--- src/rtl/line_sensor_conditioner.sv ---
// Debounce/conditioning front-end for three line-follower sensors {front, left, right}.
// Raw bits are synchronized, then each one commits a new level only after debounce_len
// consecutive sample ticks agree.
module line_sensor_conditioner #(
  parameter int PRESCALE    = 100,
  parameter int SYNC_STAGES = 2
) (
  input  logic       clk,
  input  logic       reset,
  input  logic       ena,
  input  logic [2:0] sens_raw,
  input  logic [7:0] debounce_len,
  input  logic       glitch_clr,
  output logic [2:0] sens_clean,
  output logic       sens_valid,
  output logic       sens_changed,
  output logic [7:0] glitch_cnt
);

  typedef enum logic {STABLE = 1'b0, PENDING = 1'b1} ch_state_e;

  localparam logic [15:0] PRE_MAX = 16'(PRESCALE - 1);

  logic [2:0]  sync_q [SYNC_STAGES];
  logic [2:0]  sync_d [SYNC_STAGES];
  logic [15:0] pre_q, pre_d;
  ch_state_e   st_q  [3];
  ch_state_e   st_d  [3];
  logic [7:0]  cnt_q [3];
  logic [7:0]  cnt_d [3];
  logic [7:0]  len_q [3];
  logic [7:0]  len_d [3];
  logic [2:0]  clean_q, clean_d;
  logic        valid_q, valid_d;
  logic        changed_q, changed_d;
  logic [7:0]  glitch_q, glitch_d;

  logic [2:0]  s;
  logic        tick;
  logic [7:0]  eff_len;
  logic [2:0]  commit;
  logic [2:0]  glitch;
  logic [1:0]  glitch_add;
  logic [8:0]  glitch_sum;

  assign s            = sync_q[SYNC_STAGES-1];
  assign tick         = ena && (pre_q == PRE_MAX);
  assign eff_len      = (debounce_len == 8'd0) ? 8'd1 : debounce_len;
  assign sens_clean   = clean_q;
  assign sens_valid   = valid_q;
  assign sens_changed = changed_q;
  assign glitch_cnt   = glitch_q;

  // Next-state logic: synchronizer shift, prescaler, per-channel debounce FSMs, glitch tally.
  always_comb begin
    sync_d[0] = sens_raw;
    for (int k = 1; k < SYNC_STAGES; k++) begin
      sync_d[k] = sync_q[k-1];
    end

    if (!ena) begin
      pre_d = pre_q;
    end else if (tick) begin
      pre_d = 16'd0;
    end else begin
      pre_d = pre_q + 16'd1;
    end

    for (int i = 0; i < 3; i++) begin
      st_d[i]  = st_q[i];
      cnt_d[i] = cnt_q[i];
      len_d[i] = len_q[i];
    end
    clean_d   = clean_q;
    valid_d   = valid_q;
    commit    = 3'b000;
    glitch    = 3'b000;
    // Outside tick cycles the pulse drops, but a frozen block (ena=0) holds it.
    changed_d = ena ? 1'b0 : changed_q;

    if (tick) begin
      if (!valid_q) begin
        clean_d = s;
        valid_d = 1'b1;
        for (int i = 0; i < 3; i++) begin
          st_d[i]  = STABLE;
          cnt_d[i] = 8'd0;
        end
      end else begin
        for (int i = 0; i < 3; i++) begin
          case (st_q[i])
            STABLE: begin
              if (s[i] == clean_q[i]) begin
                st_d[i] = STABLE;
              end else if (eff_len == 8'd1) begin
                commit[i] = 1'b1;
              end else begin
                len_d[i] = eff_len;
                cnt_d[i] = 8'd1;
                st_d[i]  = PENDING;
              end
            end
            PENDING: begin
              // Compared against the length latched on entry, so live debounce_len edits wait.
              if (s[i] == clean_q[i]) begin
                glitch[i] = 1'b1;
                st_d[i]   = STABLE;
                cnt_d[i]  = 8'd0;
              end else if ((cnt_q[i] + 8'd1) == len_q[i]) begin
                commit[i] = 1'b1;
                st_d[i]   = STABLE;
                cnt_d[i]  = 8'd0;
              end else begin
                cnt_d[i] = cnt_q[i] + 8'd1;
              end
            end
            default: begin
              st_d[i]  = STABLE;
              cnt_d[i] = 8'd0;
            end
          endcase
        end
        clean_d   = (clean_q & ~commit) | (s & commit);
        changed_d = |commit;
      end
    end else begin
      clean_d = clean_q;
    end

    glitch_add = {1'b0, glitch[2]} + {1'b0, glitch[1]} + {1'b0, glitch[0]};
    glitch_sum = {1'b0, glitch_q} + {7'd0, glitch_add};
    if (glitch_clr) begin
      glitch_d = 8'd0;
    end else if (glitch_sum > 9'd255) begin
      glitch_d = 8'd255;
    end else begin
      glitch_d = glitch_sum[7:0];
    end
  end

  // State registers with asynchronous clear.
  always_ff @(posedge clk or posedge reset) begin
    if (reset) begin
      for (int k = 0; k < SYNC_STAGES; k++) begin
        sync_q[k] <= 3'b000;
      end
      for (int i = 0; i < 3; i++) begin
        st_q[i]  <= STABLE;
        cnt_q[i] <= 8'd0;
        len_q[i] <= 8'd0;
      end
      pre_q     <= 16'd0;
      clean_q   <= 3'b000;
      valid_q   <= 1'b0;
      changed_q <= 1'b0;
      glitch_q  <= 8'd0;
    end else begin
      for (int k = 0; k < SYNC_STAGES; k++) begin
        sync_q[k] <= sync_d[k];
      end
      for (int i = 0; i < 3; i++) begin
        st_q[i]  <= st_d[i];
        cnt_q[i] <= cnt_d[i];
        len_q[i] <= len_d[i];
      end
      pre_q     <= pre_d;
      clean_q   <= clean_d;
      valid_q   <= valid_d;
      changed_q <= changed_d;
      glitch_q  <= glitch_d;
    end
  end

endmodule

--- config.mk ---
export PLATFORM = sky130hd
export DESIGN_NAME = line_sensor_conditioner
export DESIGN_NICKNAME = d
export VERILOG_FILES = /design/src/rtl/line_sensor_conditioner.sv
export SDC_FILE = /design/constraint.sdc
export NUM_CORES = 1
export LEC_CHECK = 0
export CAP_MARGIN = 5
export CORE_MARGIN = 2
export CORE_UTILIZATION = 40
export DETAILED_ROUTE_END_ITERATION = 6
export HOLD_SLACK_MARGIN = 0.03
export PLACE_DENSITY_LB_ADDON = 0.15
export REMOVE_ABC_BUFFERS = 1
export SLEW_MARGIN = 20
export SYNTH_ARGS = -nofsm -noshare
export SYNTH_HDL_FRONTEND = slang
export SYNTH_SLANG_ARGS = --single-unit
--- constraint.sdc ---
create_clock -name clk -period 3.57 [get_ports clk]
set_input_delay 0.5355 -clock clk [delete_from_list [all_inputs] [get_ports clk]]
set_output_delay 0.5355 -clock clk [all_outputs]
set_load 0.01 [all_outputs]
# Word level (Yosys, flattened, before mapping)
# Index checks and enable logic that the tools add are counted.
# totals
register_bits	86
output_inout_bits	13
word_cells	121
# op_classes
addsub	7
n_lt_le_gt_ge	1
eq_ne	14
muxes	63
n_bitwise	11
reduce_logical	9
# ops
cell	n
two-way mux 8 bit	13
case mux 8 bit (2 select lines)	3
two-way mux 1 bit	35
adder 8 x 1 -> 8 bit (second input constant)	3
equality test 8 bit	3
two-way mux 24 bit	1
inequality test 3 bit (second input constant)	6
adder 16 x 1 -> 16 bit (second input constant)	1
equality test 16 x 7 -> 1 bit (second input constant)	1
two-way mux 16 bit	1
AND reduction 5 bit	3
two-way mux 3 bit	4
case mux 1 bit (2 select lines)	6
adder 8 x 2 -> 9 bit	1
greater-than comparator 9 x 8 -> 1 bit (second input constant)	1
AND reduction 3 bit	3
equality test 8 x 1 -> 1 bit (second input constant)	1
logical NOT 8 bit	1
inverter 1 bit	7
bitwise AND 3 bit	2
equality test 1 bit	3
inverter 3 bit	1
bitwise OR 3 bit	1
OR reduction 3 bit	1
3 further kinds	3

# Depth between registers and ports, before layout
# Gate-level depths: netlist (run 1).
# depth
ltp_word	12
depth_mapped	13

# Worst setup path after synthesis (run 1)
# No wires, ideal clock.
# synth_timing
path_kind	input-to-reg
start	input ena
end	register glitch_q[0] (netlist: glitch_cnt[0])
arrival_ps	3015
required_ps	3492
path_slack_ps	477
cell_stages	13
cell_sequence	buf_2 -> nand4_1 -> and4b_1 -> buf_4 -> and2_1 -> and3_1 -> fa_1 -> ha_1 -> inv_1 -> fa_1 -> nor2_1 -> nand3_1 -> a21oi_1
# synth_via
elab_chain_cells	8
# synth_rtl
item	line	rtl
start: declaration	10	input logic ena,
logical AND 1 bit (*)	47	assign tick = ena && (pre_q == PRE_MAX);
two-way mux 3 bit (*)	81	if (tick) begin
adder 1 x 1 -> 2 bit	130	glitch_add = {1'b0, glitch[2]} + {1'b0, glitch[1]} + {1'b0, glitch[0]};
adder 2 x 1 -> 2 bit (*)	130	
adder 8 x 2 -> 9 bit (*)	131	glitch_sum = {1'b0, glitch_q} + {7'd0, glitch_add};
greater-than comparator 9 x 8 -> 1 bit	134	end else if (glitch_sum > 9'd255) begin
two-way mux 8 bit (*)	134	
two-way mux 8 bit (*)	132	if (glitch_clr) begin
named net glitch_d[0]	36	logic [7:0] glitch_q, glitch_d;
end signal: assignment	170	glitch_q <= glitch_d;
end: declaration	36	
# Mark *: on every way through the listed nets, which the timed path passes. The rest lies on a longest branch.
# A chain may end at the register's enable or synchronous reset.

# Final worst setup path (run 1)
# layout_timing
start	register pre_q[0]
end	register glitch_q[1] (netlist: glitch_cnt[1])
# layout_via
elab_chain_cells	9
# layout_rtl
item	line	rtl
start: declaration	26	logic [15:0] pre_q, pre_d;
start signal: assignment	166	pre_q <= pre_d;
equality test 16 x 7 -> 1 bit (*)	47	
logical AND 1 bit (*)	47	
two-way mux 3 bit (*)	81	
adder 1 x 1 -> 2 bit	130	
adder 2 x 1 -> 2 bit (*)	130	
adder 8 x 2 -> 9 bit (*)	131	
greater-than comparator 9 x 8 -> 1 bit	134	
two-way mux 8 bit (*)	134	
two-way mux 8 bit (*)	132	
named net glitch_d[1]	36	
# Marked as above.

==> PnR_summary.wiki, run 1 <==
{| class="wikitable"
! Metric !! Value
|-
| Die boundary width || between 100 and 150 um
|-
| Skew final || 6.482 ps
|-
| Final hold slack || 355.2 ps
|-
| Share of synthesized cell area in full adder, half adder and majority cells || under 10%
|-
| Wire length per cell || between 15 and 20 um
|-
| Final total power || around 2.1 mW
|-
| Total setup buffers inserted after CTS || 0
|-
| Worst vdd rail ir drop || between 300 and 400 uV
|-
| Class of the tightest hold or removal check || reg -> reg
|-
| First-pass GRT wire length || around 18000 um
|-
| Mux share of post-synthesis cell area || under 10%
|-
| Vias after detailed routing || about 3500
|-
| I/O pins || 28
|-
| Detailed Route Iter0 Violations || 163
|-
| Port Buffer Count || 27
|-
| Worst path required time || 3830 ps
|-
| Post-detail-place hpwl || 7347 um
|-
| Core area || 11470 sq um
|-
| GRT Util Overall || between 10% and 20%
|-
| Cells after Synth || just under 500
|-
| Final #Nets || 537
|-
| Number of slew-limit violations in the final report || 0
|-
| Number of setup violations in the final report || 0
|-
| Height of the die || around 110 um
|-
| FP Rows || 39
|-
| Vias in the first global route || between 3000 and 4000
|-
| CTS tree || yes
|-
| Run status || complete, no violations
|-
| Routed Wire Length || between 10000 and 15000 um
|-
| Flops & latches, synth || between 80 and 90
|-
| Register area share after synthesis || 45.53%
|-
| Top flip-flop cell by instance count after synthesis || dfrtp_1
|-
| Pre-CTS setup slack || about 54 ps
|-
| CTS Hold Buffers Added || 0
|-
| Crit path kind || reg -> reg
|-
| Final worst-path setup slack || approximately 360 ps
|-
| Remaining number of nets flagged by the antenna check after routing || 0
|-
| Post-synth cell types || between 60 and 70
|-
| Critical path startpoint category || flip-flop
|-
| Critical path endpoint category || flip-flop
|-
| Final weighted congestion in routability-driven placement || around 0.85
|-
| Leakage power summed over all cells || 2.407 nW
|-
| Share of cells above drive strength 1 || about 7.3%
|-
| Buffer levels on the longest clock path || 2
|-
| Largest family of logic cells by synthesized area || simple AND/OR/NAND/NOR gates
|-
| Arrival time of data at the critical path endpoint || 3480 ps
|-
| CTS H-tree lvls || 3
|-
| Number of antenna violations at the first check in global routing || 0
|-
| Transition time at the pin with the least slew margin || slightly above 700 ps
|-
| Async S/R FF share, synth || 100.0%
|-
| Cts bufs inserted || 9
|-
| Max cap viols || 0
|-
| CTS root buffer || clkbuf_16
|-
| Layout Utilization || 47.25%
|-
| Share of the cycle needed by the critical path after routing || between 80% and 90%
|-
| Synth Area in XOR/XNOR || under 10%
|-
| Synthesis-to-finish area growth || 14.61%
|-
| Vias per std cell || around 5.3
|-
| Final number of hold-violating endpoints || 0
|-
| # diodes || 0
|-
| Setup Total Neg Slack || 0 ps
|-
| Setup repair after global routing missed its margin || false
|-
| Die Area || approximately 13000 sq um
|-
| Number of clock sinks || 86
|-
| First-pass detailed-route iteration total || 4
|-
| Remaining Overflow, GRT || 0
|-
| Syn_area_per_cell || around 9.7 sq um
|-
| Power Dens Cells || about 380 nW/um^2
|-
| Clock transition at the register clock pins on the worst setup and hold paths after CTS || 60 ps
|-
| Post-route DRC violation count || 0
|-
| Post-Syn Area || 4727 sq um
|-
| Initial Utilization || 41.22%
|-
| Count of flip-flops with a built-in enable after synthesis || 0
|-
| Pin count of the biggest net entering global routing || 46
|-
| Worst-skew pair later-pin latency || around 340 ps
|-
| Minimum clock period || about 3200 ps
|-
| Largest driver fanout on the critical path || 6
|-
| Total number of yosys warnings || 0
|-
| Synthesized-area fraction occupied by ao, oa, aoi and oai cells || 12.84%
|-
| Worst slew margin || ~52%
|-
| Count of cells resized by post-cts repair || 0
|-
| Share of synthesized cell area in and, or, nand and nor gates || 21.52%
|-
| Maximum frequency from static timing analysis || ~0.31 GHz
|}
==> flip-flops by register name, indices dropped and copies added, names as in the netlist, named ones only <==
name          count
pre_q            16
s                 3
st_q              3
glitch_cnt        8
sync_d            3
sens_changed      1
sens_valid        1
len_q            24
cnt_q            24
==> cell usage in the layout (no fill, tap or decap), drive strengths merged, types with 3 or more instances in the layout <==
cell type and count:
a211o 3, or3 7, o21a 3, and2 5
o21ai 28, clkbuf 14, nor2b 6, nand4 10
a31oi 10, nand2 70, a21oi 17, nor4 8
xnor2 27, xor2 23, ha 6, nand3 18
nor2 33, a22o 6, dfrtp 86, mux2i 3
nand2b 7, clkdlybuf4s50 27, inv 15, and3 7
nor3 11, a21o 5, buf 6, mux2 19
==> cell usage after synthesis, types with 3 or more instances <==
master,n,area [sq um]
a211o_1,3,26.28
a21o_1,5,37.54
a21oi_1,16,80.08
a22o_1,6,52.55
a31oi_1,10,62.56
and2_1,5,31.28
and3_1,6,37.54
buf_2,8,40.04
clkbuf_1,5,18.77
dfrtp_1,86,2152
ha_1,6,75.07
inv_1,16,60.06
mux2_1,12,135.1
mux2_2,5,56.30
mux2i_1,3,30.03
nand2_1,69,259.0
nand2b_1,7,43.79
nand3_1,18,90.09
nand4_1,9,56.30
nor2_1,32,120.1
nor2b_1,6,37.54
nor3_1,10,50.05
nor4_1,6,37.54
o21a_1,3,22.52
o21ai_0,22,110.1
o21ai_1,6,30.03
or3_1,7,43.79
xnor2_1,27,236.5
xor2_1,23,201.4
==> critical path, stage by stage (launching register included) <==
cell	delay (ps)
dfrtp_1	420
ha_1	250
nand4_1	100
and4b_1	220
and2_1	180
and3_1	190
fa_1	490
ha_1	190
inv_1	60
fa_1	460
nor2_1	170
nand3_1	210
a21oi_1	200
==> final timing paths <==
path | endpoint | slack [ps] | start | cells after the start
min reg2reg | s[0]$_DFF_PP0_ | 360 | sync_d[0]$_DFF_PP0_ | 0
min in group asynchronous | pre_q[10]$_DFFE_PP0P_ | 620 | reset | 2
max in group asynchronous | cnt_q[20]$_DFFE_PP0P_ | 2280 | reset | 3
max | glitch_cnt[1]$_DFF_PP0_ | 360 | pre_q[0]$_DFFE_PP0P_ | 12
min | s[0]$_DFF_PP0_ | 360 | sync_d[0]$_DFF_PP0_ | 0
max reg2reg | glitch_cnt[1]$_DFF_PP0_ | 360 | pre_q[0]$_DFFE_PP0P_ | 12
==> per-stage QoR <==
stage	area (sq um)	instances
detailed placement	5149	646
CTS	5418	661
global placement	5149	646
global route	5418	661
floorplan	4641	470
finish	5418	661
==> cells by family after synthesis <==
kind of cell / count (synthesis)
xor gates and xnor gates: 50
buffers and inverters: 33
DFF: 86
AOI/OAI and AO/OA: 89
adders and majority gates: 8
muxes: 22
and+or+nand+nor: 199
==> cell type report <==
| cell class | instances | area (sq um) |
|---|---|---|
| clock buffers | 14 | 264.0 |
| clock inverters | 1 | 5.005 |
| fillers | 1101 | 6050 |
| inverters | 16 | 61.31 |
| multi-input cells | 368 | 2429 |
| flip-flops and latches | 86 | 2152 |
| well taps | 143 | 178.9 |
| repair buffers | 33 | 327.8 |
==> where the power goes <==
part	leakage (nW)	internal (mW)	switching (mW)
clock network	0.133	0.506	0.370
logic	1.11	0.0684	0.0746
registers	1.16	1.01	0.0471
==> per-layer routing <==
| metal | track usage, % | part of all wire (%) | vias up |
|---|---|---|---|
| met3 | 4.874 | 4.1 | 9 |
| met4 | 4.228 | 1.2 | 0 |
| met1 | 25.11 | 50 | 1701 |
| met2 | 26.43 | 45 | 53 |
| li1 | - | - | 1769 |
| met5 | 0 | 0 | - |
No activity file was read; power rests on OpenSTA's default activity.
==> run 2, diff against run 1 <==
--- a/config.mk
+++ b/config.mk
@@ -5,8 +5,7 @@
 export SDC_FILE = /design/constraint.sdc
 export NUM_CORES = 1
 export LEC_CHECK = 0
-export CAP_MARGIN = 5
-export CORE_MARGIN = 2
+export CAP_MARGIN = 20
 export CORE_UTILIZATION = 40
 export DETAILED_ROUTE_END_ITERATION = 6
 export HOLD_SLACK_MARGIN = 0.03
==> run 2 against run 1 <==
Core utilization is 0.41 points higher. First-iteration DRC count is 0.61% lower. Die area is 3.5% lower.
==> PnR_summary.wiki, run 2 (synthesis results as in run 1) <==
{| class="wikitable"
! Metric !! Value
|-
| Run status || complete, no violations
|-
| Transition time at the pin with the least slew margin || between 800 and 900 ps
|-
| Total setup buffers inserted after CTS || 0
|-
| Slowest stage cell, crit path || fa_1
|-
| Share of cells above drive strength 1 || under 10%
|-
| Vias in the first global route || approximately 3400
|-
| Worst vdd rail ir drop || a little under 200 uV
|-
| Cell-by-cell listing of the critical path || ha_1, nand4_1, and4b_1, and2_1, and3_1, fa_1, ha_1, inv_1, fa_1, nor2_1, nand3_1, a21oi_1
|-
| Count of cells resized by post-cts repair || 0
|-
| Cell type group with the largest total delay on the critical path || adder cells
|-
| Number of setup violations in the final report || 0
|-
| Leakage power summed over all cells || between 2 and 2.5 nW
|-
| Number of slew-limit violations in the final report || 0
|-
| Class of the tightest hold or removal check || reg -> reg
|-
| Wire length per cell || approximately 16 um
|-
| Critical path endpoint category || flip-flop
|-
| Filler cells || ~1100
|-
| Share of the cycle needed by the critical path after routing || between 90% and 100%
|-
| Worst slew margin || ~43%
|-
| Number of antenna violations at the first check in global routing || 0
|-
| Core area || about 11000 sq um
|-
| Port Buffer Count || 27
|-
| Post-route DRC violation count || 0
|-
| Final #Nets || 539
|-
| CTS H-tree lvls || 3
|-
| FP Rows || 39
|-
| CTS Hold Buffers Added || 0
|-
| Detailed Route Iter0 Violations || 162
|-
| Height of the die || ~110 um
|-
| Vias per std cell || approximately 5.3
|-
| Number of standard cells in the final layout excluding fillers || roughly 660
|-
| Commonest cells after routing, fill and taps aside || 86 x dfrtp_1, 69 x nand2_1, 32 x nor2_1
|-
| Setup repair after global routing missed its margin || false
|-
| Remaining Overflow, GRT || 0
|-
| GRT Util Overall || between 10% and 20%
|-
| Max cap viols || 0
|-
| Final weighted congestion in routability-driven placement || between 0.8 and 0.9
|-
| Die boundary width || 110.7 um
|-
| Final total power || between 2 and 2.5 mW
|-
| Skew final || 4.797 ps
|-
| Minimum clock period || 3231 ps
|-
| CTS tree || yes
|-
| Die Area || ~12000 sq um
|-
| I/O pins || 28
|-
| Crit path kind || reg -> reg
|-
| Setup Total Neg Slack || 0 ps
|-
| Worst-skew pair later-pin latency || between 300 and 400 ps
|-
| Pin count of the biggest net entering global routing || 48
|-
| Remaining number of nets flagged by the antenna check after routing || 0
|-
| Synthesis-to-finish area growth || 15.62%
|-
| First-pass GRT wire length || between 15000 and 20000 um
|-
| Clock transition at the register clock pins on the worst setup and hold paths after CTS || around 60 ps
|-
| First-pass detailed-route iteration total || 4
|-
| Sum of buffers and inverters on the critical path || 1
|-
| Placed cell area || between 5000 and 6000 sq um
|-
| Layout Utilization || between 40% and 50%
|-
| Crit path largest cell delay || 480 ps
|-
| Reg2Reg Setup Slack || between 300 and 400 ps
|-
| # diodes || 0
|-
| Final number of hold-violating endpoints || 0
|-
| Worst path required time || roughly 3800 ps
|-
| Number of clock sinks || 86
|-
| Post-route cell area || between 5000 and 6000 sq um
|-
| Placed Cells || around 650
|-
| CTS root buffer || clkbuf_16
|-
| Largest driver fanout on the critical path || 6
|-
| Critical path startpoint category || flip-flop
|-
| Post-detail-place hpwl || about 7500 um
|-
| Routed Wire Length || between 10000 and 15000 um
|-
| Biggest registers after layout || cnt_q x24, len_q x24, pre_q x16
|-
| Arrival time of data at the critical path endpoint || about 3500 ps
|-
| Most common library cell in the layout ignoring fill and taps || dfrtp_1
|-
| Power Dens Cells || 394.7 nW/um^2
|-
| Buffer levels on the longest clock path || 2
|-
| Initial Utilization || between 40 and 50%
|-
| Cts bufs inserted || 9
|-
| Vias after detailed routing || approximately 3600
|-
| Maximum frequency from static timing analysis || 0.3095 GHz
|}
[run 2: worst reg2reg max path: cells and delay by family, from the launching register on]
family          cells  cell delay [ps]
fa+ha+maj           4             1360
simple gates        6             1120
flops               1              410
compound gates      1              210
buf+inv             1               60
[run 2: report_power, final]
group | leakage (nW) | internal [mW] | switching, mW | total, mW
registers | 1.16 | 1.01 | 0.0435 | 1.06
clock network | 0.152 | 0.577 | 0.377 | 0.954
logic | 1.12 | 0.0699 | 0.0756 | 0.145
[run 2: final cells by class]
class	count	area (sq um)	area share, %
clock inverters	4	45.04	0.8242
well taps	143	178.9	3.274
multi-input cells	368	2429	44.44
flip-flops and latches	86	2152	39.38
repair buffers	35	342.8	6.273
clock buffers	12	256.5	4.693
inverters	16	61.31	1.122
[run 2: layer usage]
metal | wire [um] | GRT usage (%) | up-vias
met3 | 278 | 2.952 | 8
met1 | 5204 | 25.73 | 1707
li1 | - | - | 1776
met4 | 103 | 8.711 | 0
met5 | 0 | 0 | -
met2 | 4769 | 27.66 | 60
[run 2: per-stage QoR]
stage	worst slack, ps	hold slack, ps
after global placement	88.22	334.8
final	339.0	347.2
after global routing	136.0	352.1
after CTS	343.2	348.8
after floorplan	467.4	331.2
after detailed placement	18.00	335.5
[run 2: final timing paths]
check / from / to / cells past startpoint
setup / recovery: pre_q[0]$_DFFE_PP0P_ / glitch_cnt[1]$_DFF_PP0_ / 12
hold reg to reg: sync_d[0]$_DFF_PP0_ / s[0]$_DFF_PP0_ / 0
max in group asynchronous: reset / cnt_q[17]$_DFFE_PP0P_ / 3
min in group asynchronous: reset / pre_q[5]$_DFFE_PP0P_ / 2
hold / removal: sync_d[0]$_DFF_PP0_ / s[0]$_DFF_PP0_ / 0
setup reg to reg: pre_q[0]$_DFFE_PP0P_ / glitch_cnt[1]$_DFF_PP0_ / 12
==> RTL change (flow settings as in run 1) <==
The parameter `SYNC_STAGES` goes from 2 to 4.
--- a/src/rtl/line_sensor_conditioner.sv
+++ b/src/rtl/line_sensor_conditioner.sv
@@ -4,5 +4,5 @@
 module line_sensor_conditioner #(
   parameter int PRESCALE    = 100,
-  parameter int SYNC_STAGES = 2
+  parameter int SYNC_STAGES = 4
 ) (
   input  logic       clk,
Formal check against the unedited RTL: no difference found for any inputs over 10 cycles, from zero or initial values and one cycle with reset high; that may be too few to reach the edited logic, so the function may still have changed.
==> RTL change against run 1 <==
Clock skew increased by 4.7 ps. Final area up 5.7%. Wire length rose by 3.9%. Power up 15%. Setup slack got worse by 53 ps. First-iteration DRC count rose by 110%. Clock power increased by 29%. Sequential cell count up 6. Synthesized area grew 3.7%. Cell count shrank 1.1%. Die area increased by 3.5%. Critical path type unchanged.
==> RTL change: results (changes against run 1) <==
.. list-table::
   :header-rows: 1

   * - Metric
     - Value
   * - Hold-critical path endpoint
     - sync_d[1] (was s[0])
   * - Power in sequential cells
     - 1.12 mW (was 1.06 mW)
   * - Biggest area contributors in the synthesized netlist
     - sky130_fd_sc_hd__dfrtp_1 47%, sky130_fd_sc_hd__mux2_2 6.2%, sky130_fd_sc_hd__xnor2_1 5.4%, sky130_fd_sc_hd__xor2_1 3.4%, sky130_fd_sc_hd__nand2_1 2.8% (was sky130_fd_sc_hd__dfrtp_1 46%, sky130_fd_sc_hd__nand2_1 5.5%, sky130_fd_sc_hd__xnor2_1 5.0%, sky130_fd_sc_hd__xor2_1 4.3%, sky130_fd_sc_hd__mux2_1 2.9%)
   * - Average routed wire per standard cell
     - 16.2 um (was 15.4 um)
   * - Detailed placer's ending HPWL
     - 7510 um (was 7350 um)
   * - Share of total power in the clock network
     - 47.5% (was 42.1%)
   * - Total routing resource utilization after global routing
     - 17.4% (was 17.5%)
   * - Fraction of layout cells with a size suffix above 1
     - 14.4% (was 7.34%)
   * - Metal-1 WL
     - 5250 um (was 5080 um)
   * - Sequential area share after synthesis
     - 47.0% (was 45.5%)
   * - Hold Startpoint
     - sync_d[4] (was sync_d[0])
   * - Total met3 wirelength after detailed routing
     - 297 um (was 422 um)
   * - Startpoint of the worst-slack reg-to-reg timing path
     - pre_q[3] (was pre_q[0])
   * - Largest stage delay on the critical path
     - 590 ps (was 490 ps)
   * - Number of distinct standard cells referenced by the synthesized netlist
     - 67 (was 65)
   * - Most frequent cells after synthesis
     - 92 x sky130_fd_sc_hd__dfrtp_1, 37 x sky130_fd_sc_hd__nand2_1, 30 x sky130_fd_sc_hd__xnor2_1, 28 x sky130_fd_sc_hd__nor2_1, 27 x sky130_fd_sc_hd__mux2_2 (was 86 x sky130_fd_sc_hd__dfrtp_1, 69 x sky130_fd_sc_hd__nand2_1, 32 x sky130_fd_sc_hd__nor2_1, 27 x sky130_fd_sc_hd__xnor2_1, 23 x sky130_fd_sc_hd__xor2_1)
   * - CP max-delay cell
     - sky130_fd_sc_hd__or4b_1 (was sky130_fd_sc_hd__fa_1)
   * - Family of cells with the greatest summed delay on the critical path
     - simple AND/OR/NAND/NOR gates (was adder cells)
   * - Nets
     - 525 (was 537)
   * - Number of filler instances in the final layout
     - 1111 (was 1101)
   * - Placed standard-cell area
     - 5360 um^2 (was 5150 um^2)
   * - Vias post-DR
     - 3636 (was 3532)
   * - Worst rel slew slack
     - 47.2% (was 51.7%)
   * - Reported clock group power
     - 1.13 mW (was 0.875 mW)
   * - Run status
     - completed (unchanged)
   * - Placer Congestion
     - 0.841 (was 0.846)
   * - Clock Skew
     - 11.2 ps (was 6.48 ps)
   * - Static Leakage
     - 2.44 nW (was 2.41 nW)
   * - Vias in the first global route
     - 3608 (was 3495)
   * - Cell internal power dissipation
     - 1.86 mW (was 1.59 mW)
   * - Global-route wire length before repair
     - 17900 um (was 17800 um)
   * - Hold_ws
     - 349 ps (was 355 ps)
## RTL change: cell count changes in the layout (fill, tap and decap cells not counted), moves of 5 or more
cell / before / now
sky130_fd_sc_hd__nand4_1: 9 / 19
sky130_fd_sc_hd__o21ai_1: 6 / 1
sky130_fd_sc_hd__mux2_1: 12 / 0
sky130_fd_sc_hd__mux2i_1: 3 / 8
sky130_fd_sc_hd__nand2_1: 69 / 37
sky130_fd_sc_hd__nor2_1: 32 / 26
sky130_fd_sc_hd__mux2_2: 5 / 27
sky130_fd_sc_hd__nand3_2: 0 / 6
sky130_fd_sc_hd__dfrtp_1: 86 / 92
## RTL change: metrics by stage
stage | worst slack, ps | instances
2_1_floorplan | 487 | 455
6_report | 306 | 654
3_5_place_dp | 20.6 | 638
5_1_grt | 36.4 | 654
3_3_place_gp | 163 | 638
4_1_cts | 180 | 654
## RTL change: routing by layer
layer	up-vias	GRT usage, %
met1	1819	24.3
met5	-	0
li1	1762	-
met4	0	6.75
met3	2	3.18
met2	53	26.7
## RTL change: cell families (layout without fill, tap and decap cells)
kind of cell / count (synthesis) / after routing / synth area share (%)
xor+xnor: 50 / 50 / 9.22
flops: 92 / 92 / 47.0
mux: 35 / 35 / 7.84
buf+inv: 30 / 67 / 2.71
simple gates: 168 / 168 / 19.2
compound gates: 87 / 87 / 11.7
fa+ha+maj: 8 / 8 / 2.35
## RTL change: final cells by class
class / instances / area, um^2 / area share [%]
clock inverters: 5 / 106 / 1.86
inverters: 15 / 57.6 / 1.00
well taps: 147 / 184 / 3.21
flip-flops and latches: 92 / 2300 / 40.2
repair buffers: 36 / 350 / 6.12
multi-input cells: 348 / 2470 / 43.2
clock buffers: 11 / 253 / 4.41
## RTL change: what timing repair did
item                                    in CTS  in global routing
endpoints found under the setup margin       0                  6
gates resized for setup                      0                  3
setup buffers                                0                  0
